### src/rtl/riscv_pkg.sv
// Shared definitions for the fetch/BTB slice.
// Holds the default widths, the reset PC, the 2-bit direction-counter
// encoding and its saturating update helpers.
package riscv_pkg;

  localparam int unsigned XLEN_DEF     = 32;
  localparam logic [31:0] RESET_PC_DEF = 32'h0000_0000;

  // Direction counter: MSB set means "predict taken".
  typedef enum logic [1:0] {
    CTR_SNT = 2'd0,
    CTR_WNT = 2'd1,
    CTR_WT  = 2'd2,
    CTR_ST  = 2'd3
  } ctr_t;

  function automatic ctr_t ctr_inc(input ctr_t c);
    return (c == CTR_ST) ? CTR_ST : ctr_t'(c + 2'd1);
  endfunction

  function automatic ctr_t ctr_dec(input ctr_t c);
    return (c == CTR_SNT) ? CTR_SNT : ctr_t'(c - 2'd1);
  endfunction

endpackage

### src/rtl/fetch_btb_if.sv
// Fetch-stage bundle between the fetch unit and the rest of the pipeline.
//   StallF                     : hazard unit -> fetch, hold PC
//   PCF/PCPlus4F               : fetch -> imem / pipeline
//   PredTakenF/PredTargetF     : fetch prediction for PCF
//   UpdateE/PCE/TakenE/TargetE : Execute resolution of a branch/jump
//   PredTakenE/PredTargetE     : prediction delayed to Execute
//   MispredictE                : fetch -> hazard unit redirect/flush
// master = pipeline side, slave = fetch unit.
interface fetch_btb_if import riscv_pkg::*; #(
  parameter int unsigned XLEN = XLEN_DEF
);
  logic            StallF;
  logic [XLEN-1:0] PCF;
  logic [XLEN-1:0] PCPlus4F;
  logic            PredTakenF;
  logic [XLEN-1:0] PredTargetF;
  logic            UpdateE;
  logic [XLEN-1:0] PCE;
  logic            TakenE;
  logic [XLEN-1:0] TargetE;
  logic            PredTakenE;
  logic [XLEN-1:0] PredTargetE;
  logic            MispredictE;

  modport master (
    output StallF, UpdateE, PCE, TakenE, TargetE, PredTakenE, PredTargetE,
    input  PCF, PCPlus4F, PredTakenF, PredTargetF, MispredictE
  );

  modport slave (
    input  StallF, UpdateE, PCE, TakenE, TargetE, PredTakenE, PredTargetE,
    output PCF, PCPlus4F, PredTakenF, PredTargetF, MispredictE
  );
endinterface

### src/rtl/fetch_btb_btb.sv
// Direct-mapped branch target buffer storage.
//   clk, rst_n        : clock, async active-low reset (clears valid only)
//   rd_wa_i           : fetch lookup word address (PC[XLEN-1:2])
//   rd_hit_o          : valid && tag match
//   rd_pred_o         : direction counter MSB of the looked-up entry
//   rd_target_o       : stored target of the looked-up entry
//   up_wa_i           : training lookup word address (PCE[XLEN-1:2])
//   up_hit_o/up_ctr_o/up_target_o : contents seen by training
//   wr_en_i/wr_wa_i/wr_target_i/wr_ctr_i : synchronous write port
// Writes land at the clock edge, so same-cycle reads see old contents.
module btb import riscv_pkg::*; #(
  parameter int unsigned XLEN    = XLEN_DEF,
  parameter int unsigned ENTRIES = 16
) (
  input  logic            clk,
  input  logic            rst_n,
  input  logic [XLEN-3:0] rd_wa_i,
  output logic            rd_hit_o,
  output logic            rd_pred_o,
  output logic [XLEN-1:0] rd_target_o,
  input  logic [XLEN-3:0] up_wa_i,
  output logic            up_hit_o,
  output ctr_t            up_ctr_o,
  output logic [XLEN-1:0] up_target_o,
  input  logic            wr_en_i,
  input  logic [XLEN-3:0] wr_wa_i,
  input  logic [XLEN-1:0] wr_target_i,
  input  ctr_t            wr_ctr_i
);
  localparam int unsigned IW = $clog2(ENTRIES);
  localparam int unsigned TW = XLEN - 2 - IW;

  logic [ENTRIES-1:0] valid_q;
  logic [TW-1:0]      tag_q    [ENTRIES];
  logic [XLEN-1:0]    target_q [ENTRIES];
  ctr_t               ctr_q    [ENTRIES];

  logic [IW-1:0] rd_idx, up_idx, wr_idx;
  logic [TW-1:0] rd_tag, up_tag, wr_tag;

  always_comb begin
    rd_idx = rd_wa_i[IW-1:0];
    rd_tag = rd_wa_i[XLEN-3:IW];
    up_idx = up_wa_i[IW-1:0];
    up_tag = up_wa_i[XLEN-3:IW];
    wr_idx = wr_wa_i[IW-1:0];
    wr_tag = wr_wa_i[XLEN-3:IW];
  end

  always_comb begin
    rd_hit_o    = valid_q[rd_idx] && (tag_q[rd_idx] == rd_tag);
    rd_pred_o   = ctr_q[rd_idx][1];
    rd_target_o = target_q[rd_idx];
    up_hit_o    = valid_q[up_idx] && (tag_q[up_idx] == up_tag);
    up_ctr_o    = ctr_q[up_idx];
    up_target_o = target_q[up_idx];
  end

  always_ff @(posedge clk or negedge rst_n) begin
    if (!rst_n) begin
      valid_q <= '0;
    end else if (wr_en_i) begin
      valid_q[wr_idx] <= 1'b1;
    end
  end

  // Payload needs no reset: it is only observed behind a set valid bit.
  always_ff @(posedge clk) begin
    if (wr_en_i) begin
      tag_q[wr_idx]    <= wr_tag;
      target_q[wr_idx] <= wr_target_i;
      ctr_q[wr_idx]    <= wr_ctr_i;
    end
  end

endmodule

### src/rtl/fetch_btb.sv
// Fetch stage with BTB-based next-PC prediction.
//   clk   : clock, rising edge
//   reset : asynchronous active-low reset
//   bus   : fetch_btb_if.slave (PC/prediction out, Execute resolution in,
//           MispredictE out to the hazard unit)
// Next PC priority: mispredict redirect > stall > predicted target > PC+4.
module fetch_btb import riscv_pkg::*; #(
  parameter int unsigned     XLEN        = XLEN_DEF,
  parameter int unsigned     BTB_ENTRIES = 16,
  parameter logic [XLEN-1:0] RESET_PC    = XLEN'(RESET_PC_DEF)
) (
  input  logic       clk,
  input  logic       reset,
  fetch_btb_if.slave bus
);
  logic [XLEN-1:0] pc_q, pc_d;
  logic [XLEN-1:0] pc_plus4;
  logic [XLEN-1:0] redirect_pc;
  logic            mispredict;

  logic            f_hit, f_pred;
  logic [XLEN-1:0] f_target;
  logic            u_hit;
  ctr_t            u_ctr;
  logic [XLEN-1:0] u_target;

  logic            wr_en;
  logic [XLEN-1:0] wr_target;
  ctr_t            wr_ctr;

  btb #(
    .XLEN    (XLEN),
    .ENTRIES (BTB_ENTRIES)
  ) u_btb (
    .clk         (clk),
    .rst_n       (reset),
    .rd_wa_i     (pc_q[XLEN-1:2]),
    .rd_hit_o    (f_hit),
    .rd_pred_o   (f_pred),
    .rd_target_o (f_target),
    .up_wa_i     (bus.PCE[XLEN-1:2]),
    .up_hit_o    (u_hit),
    .up_ctr_o    (u_ctr),
    .up_target_o (u_target),
    .wr_en_i     (wr_en),
    .wr_wa_i     (bus.PCE[XLEN-1:2]),
    .wr_target_i (wr_target),
    .wr_ctr_i    (wr_ctr)
  );

  always_comb begin
    pc_plus4        = pc_q + XLEN'(4);
    bus.PCF         = pc_q;
    bus.PCPlus4F    = pc_plus4;
    bus.PredTakenF  = f_hit && f_pred;
    bus.PredTargetF = f_hit ? f_target : pc_plus4;
  end

  always_comb begin
    mispredict = bus.UpdateE &&
                 ((bus.TakenE != bus.PredTakenE) ||
                  (bus.TakenE && (bus.TargetE != bus.PredTargetE)));
    redirect_pc     = bus.TakenE ? bus.TargetE : (bus.PCE + XLEN'(4));
    bus.MispredictE = mispredict;
  end

  always_comb begin
    pc_d = pc_plus4;
    if (mispredict) begin
      pc_d = redirect_pc;
    end else if (bus.StallF) begin
      pc_d = pc_q;
    end else if (bus.PredTakenF) begin
      pc_d = bus.PredTargetF;
    end
  end

  // Training: a hit rewrites the whole entry (tag unchanged), so the
  // not-taken case writes back the existing target.
  always_comb begin
    wr_en     = 1'b0;
    wr_target = bus.TargetE;
    wr_ctr    = CTR_WT;
    if (bus.UpdateE) begin
      if (u_hit) begin
        wr_en = 1'b1;
        if (bus.TakenE) begin
          wr_ctr = ctr_inc(u_ctr);
        end else begin
          wr_ctr    = ctr_dec(u_ctr);
          wr_target = u_target;
        end
      end else if (bus.TakenE) begin
        wr_en = 1'b1;
      end
    end
  end

  always_ff @(posedge clk or negedge reset) begin
    if (!reset) begin
      pc_q <= RESET_PC;
    end else begin
      pc_q <= pc_d;
    end
  end

endmodule
### src/flat_wrapper.sv
// flat-port wrapper written by rule: the top's interface ports become plain ports
module fetch_btb_flat import riscv_pkg::*;
#(
  parameter int unsigned     XLEN        = XLEN_DEF,
  parameter int unsigned     BTB_ENTRIES = 16,
  parameter logic [XLEN-1:0] RESET_PC    = XLEN'(RESET_PC_DEF)
)
  (clk, reset, bus_StallF, bus_UpdateE, bus_PCE, bus_TakenE, bus_TargetE, bus_PredTakenE, bus_PredTargetE, bus_PCF, bus_PCPlus4F, bus_PredTakenF, bus_PredTargetF, bus_MispredictE);
  fetch_btb_if #(.XLEN(XLEN)) bus_i ();
  input  logic clk;
  input  logic reset;
  input wire logic [$bits(bus_i.StallF)-1:0] bus_StallF;
  input wire logic [$bits(bus_i.UpdateE)-1:0] bus_UpdateE;
  input wire logic [$bits(bus_i.PCE)-1:0] bus_PCE;
  input wire logic [$bits(bus_i.TakenE)-1:0] bus_TakenE;
  input wire logic [$bits(bus_i.TargetE)-1:0] bus_TargetE;
  input wire logic [$bits(bus_i.PredTakenE)-1:0] bus_PredTakenE;
  input wire logic [$bits(bus_i.PredTargetE)-1:0] bus_PredTargetE;
  output wire logic [$bits(bus_i.PCF)-1:0] bus_PCF;
  output wire logic [$bits(bus_i.PCPlus4F)-1:0] bus_PCPlus4F;
  output wire logic [$bits(bus_i.PredTakenF)-1:0] bus_PredTakenF;
  output wire logic [$bits(bus_i.PredTargetF)-1:0] bus_PredTargetF;
  output wire logic [$bits(bus_i.MispredictE)-1:0] bus_MispredictE;
  assign bus_i.StallF = bus_StallF;
  assign bus_i.UpdateE = bus_UpdateE;
  assign bus_i.PCE = bus_PCE;
  assign bus_i.TakenE = bus_TakenE;
  assign bus_i.TargetE = bus_TargetE;
  assign bus_i.PredTakenE = bus_PredTakenE;
  assign bus_i.PredTargetE = bus_PredTargetE;
  assign bus_PCF = bus_i.PCF;
  assign bus_PCPlus4F = bus_i.PCPlus4F;
  assign bus_PredTakenF = bus_i.PredTakenF;
  assign bus_PredTargetF = bus_i.PredTargetF;
  assign bus_MispredictE = bus_i.MispredictE;
  fetch_btb #(.XLEN(XLEN), .BTB_ENTRIES(BTB_ENTRIES), .RESET_PC(RESET_PC)) u_core (.clk(clk), .reset(reset), .bus(bus_i));
endmodule
### config.mk
export PLATFORM = sky130hd
export DESIGN_NAME = fetch_btb_flat
export DESIGN_NICKNAME = d
export VERILOG_FILES = /design/src/rtl/riscv_pkg.sv /design/src/rtl/fetch_btb_if.sv /design/src/rtl/fetch_btb_btb.sv /design/src/rtl/fetch_btb.sv /design/src/flat_wrapper.sv
export SDC_FILE = /design/constraint.sdc
export NUM_CORES = 1
export LEC_CHECK = 0
export BUFFER_PORTS_ARGS = -buffer_cell sky130_fd_sc_hd__buf_4
export CAP_MARGIN = 25
export CORE_ASPECT_RATIO = 0.6
export CORE_MARGIN = 1.5
export CORE_UTILIZATION = 40
export DETAILED_ROUTE_END_ITERATION = 10
export SLEW_MARGIN = 20
export SYNTH_ARGS = -nofsm -noshare
export SYNTH_HDL_FRONTEND = slang
export SYNTH_SLANG_ARGS = --single-unit
### constraint.sdc
create_clock -name clk -period 4.4 [get_ports clk]
set_clock_uncertainty 0.2 [all_clocks]
set_input_delay 0.44 -clock clk [delete_from_list [all_inputs] [get_ports clk]]
set_output_delay 0.44 -clock clk [all_outputs]
set_load 0.01 [all_outputs]
# Word level (Yosys, flattened, before mapping)
# Memory sizes are Yosys's and may differ from the RTL's.
# Index checks and enable logic that the tools add are counted.
# op_classes
n_lt_le_gt_ge	3
bitwise_logic	1
n_eq_ne	7
mux	24
n_reduce_logical	9
n_addsub	4
# ops
op	count
$mux 32	8
$add 32x3->32 const B	2
$eq 26x26->1	2
$ne 32x32->1	1
$or 16x16->16	1
$lt 4x5->1 const B	2
$mux 2	5
$bmux 1 s4	2
$mux 1	8
$logic_and 1x1->1	6
$demux 1 s4	1
$ge 4x1->1 const B	1
$ne 3x3->1 const B	1
$add 2x1->2 const B	1
$eq 2x2->1 const B	1
$logic_not 2->1	1
$ne 2x1->1 const B	1
$reduce_and 2->1	1
$sub 2x1->2 const B	1
$logic_or 1x1->1	1
$ne 1x1->1	1
# totals
register_bits	48
n_memories	3
elab_cells	53
in_bits	102
output_inout_bits	98
mem_bits_rw	960
# mem_list
name	depth	width	rd	rd_clocked_by_memory_dff	wr	line_no	rtl
u_core.u_btb.target_q	16	32	1	0	1	fetch_btb_btb.sv:35	logic [XLEN-1:0] target_q [ENTRIES];
u_core.u_btb.tag_q	16	26	2	0	1	fetch_btb_btb.sv:34	logic [TW-1:0] tag_q [ENTRIES];
u_core.u_btb.ctr_q	16	2	2	0	1	fetch_btb_btb.sv:36	ctr_t ctr_q [ENTRIES];

# Depth between registers and ports, before layout
# depth
depth_word	8
depth_mapped	15
ltp_nobuf	10

# Hierarchy
# A second synthesis with hierarchy kept.
# unflattened
hier_cells	2674
area_unflattened_um2	50193.1
# modules_own_cells
module	cells_per_inst	area_each_um2	seq_area_each_um2	instances
btb	2121	45561.2	29228.0	1
fetch_btb	553	4631.9	800.8	1

# Least setup slack after synthesis
# No wires, ideal clock.
# synth_path
path_kind	input to register
startpoint	input bus_PCE[2]
endpoint	memory u_core.u_btb.ctr_q[8][0] in the netlist's numbering (enable)
setup_time_ps	413
cell_stages	10
arrival_ps	4399
required_ps	3787
path_slack_ps	-612
path_buffers	2
path_cell_list	clkbuf_1 -> buf_1 -> mux4_2 -> mux4_2 -> xor2_1 -> nor4_1 -> nand4_1 -> nand2_1 -> nand2_1 -> nor2_1
# synth_via
elab_chain_cells	7
elab_cells_between_ends	9
cone_classes	eq/ne (1); mux (6); reduce/logical (1); memory (1)
# synth_lines
element	line_no	rtl
start, declared	flat_wrapper.sv:14	input wire logic [$bits(bus_i.PCE)-1:0] bus_PCE;
$mem_v2 16x26 / $bmux 1 s4 (equally long branches)	n/a	
$eq 26x26->1 / $mux 1 (equally long branches)	fetch_btb_btb.sv:54	up_hit_o = valid_q[up_idx] && (tag_q[up_idx] == up_tag);
$logic_and 1x1->1	fetch_btb_btb.sv:54	
$mux 1	fetch_btb.sv:85	if (u_hit) begin
$mux 1	fetch_btb.sv:84	if (bus.UpdateE) begin
$mux 1	fetch_btb_btb.sv:69	if (wr_en_i) begin
$mux 1 (not written as such)	fetch_btb_btb.sv:72	ctr_q[wr_idx] <= wr_ctr_i;
end, declared	fetch_btb_btb.sv:36	
# Parallel ways exist; a longest one is shown, timed or not. The select of a mux whose other input is x is not followed.

# Final worst setup path
# layout_path
startpoint	register u_core.pc_q[2] (netlist: u_core.bus.PCF[2])
endpoint	output bus_PredTargetF[1]
# layout_via
elab_chain_cells	4
elab_cells_between_ends	7
cone_classes	eq/ne (1); mux (3); reduce/logical (1); memory (2)
# layout_lines
element	line_no	rtl
start, declared	fetch_btb.sv:16	logic [XLEN-1:0] pc_q, pc_d;
start signal, assigned	fetch_btb.sv:103	pc_q <= pc_d;
$mem_v2 16x26 / $bmux 1 s4 (equally long branches)	n/a	
$eq 26x26->1 / $mux 1 (equally long branches)	fetch_btb_btb.sv:51	rd_hit_o = valid_q[rd_idx] && (tag_q[rd_idx] == rd_tag);
$logic_and 1x1->1	fetch_btb_btb.sv:51	
$mux 32 *	fetch_btb.sv:56	bus.PredTargetF = f_hit ? f_target : pc_plus4;
end, declared	flat_wrapper.sv:22	output wire logic [$bits(bus_i.PredTargetF)-1:0] bus_PredTargetF;
# Every way passes the cells marked *; elsewhere a longest branch is shown, timed or not. The select of a mux whose other input is x is not followed.

==> summary.txt <==
PD cells - 440 nW/um^2
CP Max Fanout - 9
Clock Latency Late Sink - 720 ps
Pre-CTS WS - -513 ps
Clk root buf - clkbuf_16
Tightest hold margin - 73.0 ps
DR vias/cell - 6.25
CP Capture Type - primary output
Placer Congestion - 0.929
Die area - 117000 sq um
First-pass GRT wire length - 217 mm
P&R area growth vs syn - 20.8%
Min-Delay Path Class - input pin to flip-flop
Initial antenna violation count - 6
TritonCTS clock tree - built
Req. time, crit path - 3760 ps
Mean Syn Cell Area - 17.6 sq um
Drt total wl - 156 mm
Horiz. Die Dim - 440 microns
RSZ-0062 raised after global routing - true
Max Cap Viol - 0
Final-report max-slew violation count - 0
Pin slew with the least headroom to its limit - 988 ps
Drt first pass iters - 5
Unique cell type count in the Yosys netlist - 74
Leading area contributor after synthesis - edfxtp_1
H-tree lvl count - 3
Share of the synthesized area in the top cell type - 0.629
Total grt overflow - 0
CTS Buf Count - 93
Die Y-Extent - 265 microns
Cells after DPL - 4375
Slew HR - 0.341
Synth warnings - 0
Finish-stage setup viols - 33
Clk sink count - 1008
Tmin final - 5160 ps
Top post-synthesis cells by count - edfxtp_1, mux4_2, mux2i_1
Crit path cell chain - buf_12, buf_12, buf_8, mux4_2, mux4_2, xnor2_2, nand4_1, or3_4, nor3_4, buf_12, clkbuf_16, mux2_1, buf_4
Row cnt - 95
Fin worst setup slack - -764 ps
Routed wire per std cell - 33.7 microns
Layout net count - 3151
Synth area leaders - edfxtp_1, mux4_2, mux2i_1
Antenna diodes - 0
Ys async rst share - 0.0476
Failing checks - setup timing
# IOs - 200
Cell Count, Final, Fillers Out - 4625
Status - finished with violations
Port-buffer cells - 199
Maximum VDD drop - 0.251 mV
Crit Path Category - flip-flop to primary output
Mapped Area - 45900 sq um
Initial DRC Count - 4255
GRT Resource Usage Total - 0.265
Starting Density - 0.407
Met3 Resource Use GR - 0.0697
GR Util met2 - 0.368
Number of synthesized flops with an enable pin - 960
# DRC - 0
Synthesized flop and latch total - 1008
Arr. time, crit path - 4520 ps
Post-DP Area - 51200 sq um
Leakage - 0.0186 uW
Final ANT Viol Nets - 0
Via count - 28900
Crit-path max cell delay - 610 ps
Count leader, synth - edfxtp_1
Core Util, Final - 0.491
Fmax - 194 MHz
Detailed placement HPWL - 104 mm
Sequential share of the synthesized area - 0.655
Design Area, Final - 55400 sq um
Vias in the first global route - 28200
Synthesized instance count - 2603
Final period util - 1.17
Clk slew on worst S/H paths - 70 ps
Met1 global-route usage - 0.401
Largest net degree at the start of global routing - 97
Cell repeated most along the worst path - buf_12
Commonest register cell after synthesis - edfxtp_1
Layout cell share with drive strength beyond 1 - 0.332
Syn_nets - 2710
Final hold viol count - 0
Total core area - 113000 sq um
Crit path launch type - flip-flop
GRT Max-Usage Layer - met1
Worst path slowest cell - mux4_2
CTS Buffer Depth - 3
[state kept, by name, indices dropped and copies added (netlist names)]
signal and count:
u_core.u_btb.valid_q 16, u_core.bus.PCF 32, u_core.u_btb.ctr_q 32, u_core.u_btb.target_q 512, u_core.u_btb.tag_q 416
[layout by cell type (no fill, tap or decap), types with 19 or more instances in the layout]
cell type      count
edfxtp_1         960
buf_4            399
mux4_2           299
mux2i_1          214
nand2_1          112
clkbuf_16         99
a221oi_1          68
xnor2_1           66
xor2_1            58
o21ai_0           55
dlygate4sd3_1     54
a22oi_1           50
buf_12            48
nor2_1            44
dfrtp_1           44
nand3_1           41
nand4_1           31
nor2_4            31
mux2_2            23
buf_6             23
mux2_4            21
clkinv_2          21
clkinv_1          19
[metal layers]
layer	vias to the layer above	share of wire
li1	11600	-
met3	251	0.12
met2	1852	0.42
met5	-	0.000090
met1	15200	0.43
met4	2	0.037
[worst max-delay path: cells and delay by family (launching register included)]
| kind | cells | cell delay [ps] |
|---|---|---|
| and+or+nand+nor | 3 | 720 |
| xor gates and xnor gates | 1 | 210 |
| DFF | 1 | 460 |
| muxes | 3 | 1450 |
| buffers and inverters | 6 | 950 |
[through the flow]
step / total power (uW) / setup TNS, ps
floorplan: 13600 / -75080
finish: 24400 / -23260
global route: 25100 / -26610
global placement: 15900 / -187800
detailed placement: 15900 / -201200
CTS: 24300 / -23370
[cell families (layout without fill, tap and decap cells)]
group,after synthesis,after routing,synth area share
AND/OR/NAND/NOR,377,377,0.0412
AO/OA/AOI/OAI,307,307,0.0490
flip-flops,1008,1008,0.655
adder cells (fa/ha/maj),5,5,0.00136
XOR/XNOR,134,134,0.0256
buffers and inverters,205,724,0.0202
multiplexers,567,567,0.208
[final cells by class]
cell class | instances | area (sq um)
clock buffers | 115 | 2480
well taps | 1503 | 1880
clock inverters | 58 | 588
multi-input cells | 1390 | 15400
flip-flops and latches | 1008 | 30000
fillers | 9265 | 57400
repair buffers | 534 | 4970
inverters | 17 | 63.8
[where the power goes]
part / total [uW] / switching (uW) / leakage [uW] / internal, uW
clock network: 8320 / 3660 / 0.00150 / 4660
logic: 5140 / 2980 / 0.00788 / 2160
registers: 10900 / 248 / 0.00923 / 10700
total: 24400 / 6880 / 0.0186 / 17500
[what timing repair did]
item | 4_1_cts | 5_1_grt
endpoints found under the hold margin | 855 | 0
gates resized for setup | 29 | 53
gates cloned | 0 | 5
buffers inserted | 6 | 15
hold buffers | 54 | 0
pin swaps | 6 | 12
setup endpoints to repair | 41 | 225
[worst paths after layout]
kind	cells past startpoint	endpoint	start	slack [ps]
worst max-delay path	13	bus_PredTargetF[1]	u_core.bus.PCF[2]$_DFFE_PN0P_	-760
worst min-delay path	4	u_core.bus.PCF[6]$_DFFE_PN0P_	bus_TakenE	70
worst max register to register	15	u_core.bus.PCF[3]$_DFFE_PN0P_	u_core.bus.PCF[4]$_DFFE_PN0P_	70
worst min register to register	1	u_core.u_btb.valid_q[4]$_DFFE_PN0P_	u_core.u_btb.valid_q[4]$_DFFE_PN0P_	300
max in group asynchronous	2	u_core.bus.PCF[4]$_DFFE_PN0P_	reset	3250
min in group asynchronous	2	u_core.bus.PCF[7]$_DFFE_PN0P_	reset	140
Power figures use the tool's default switching activity.
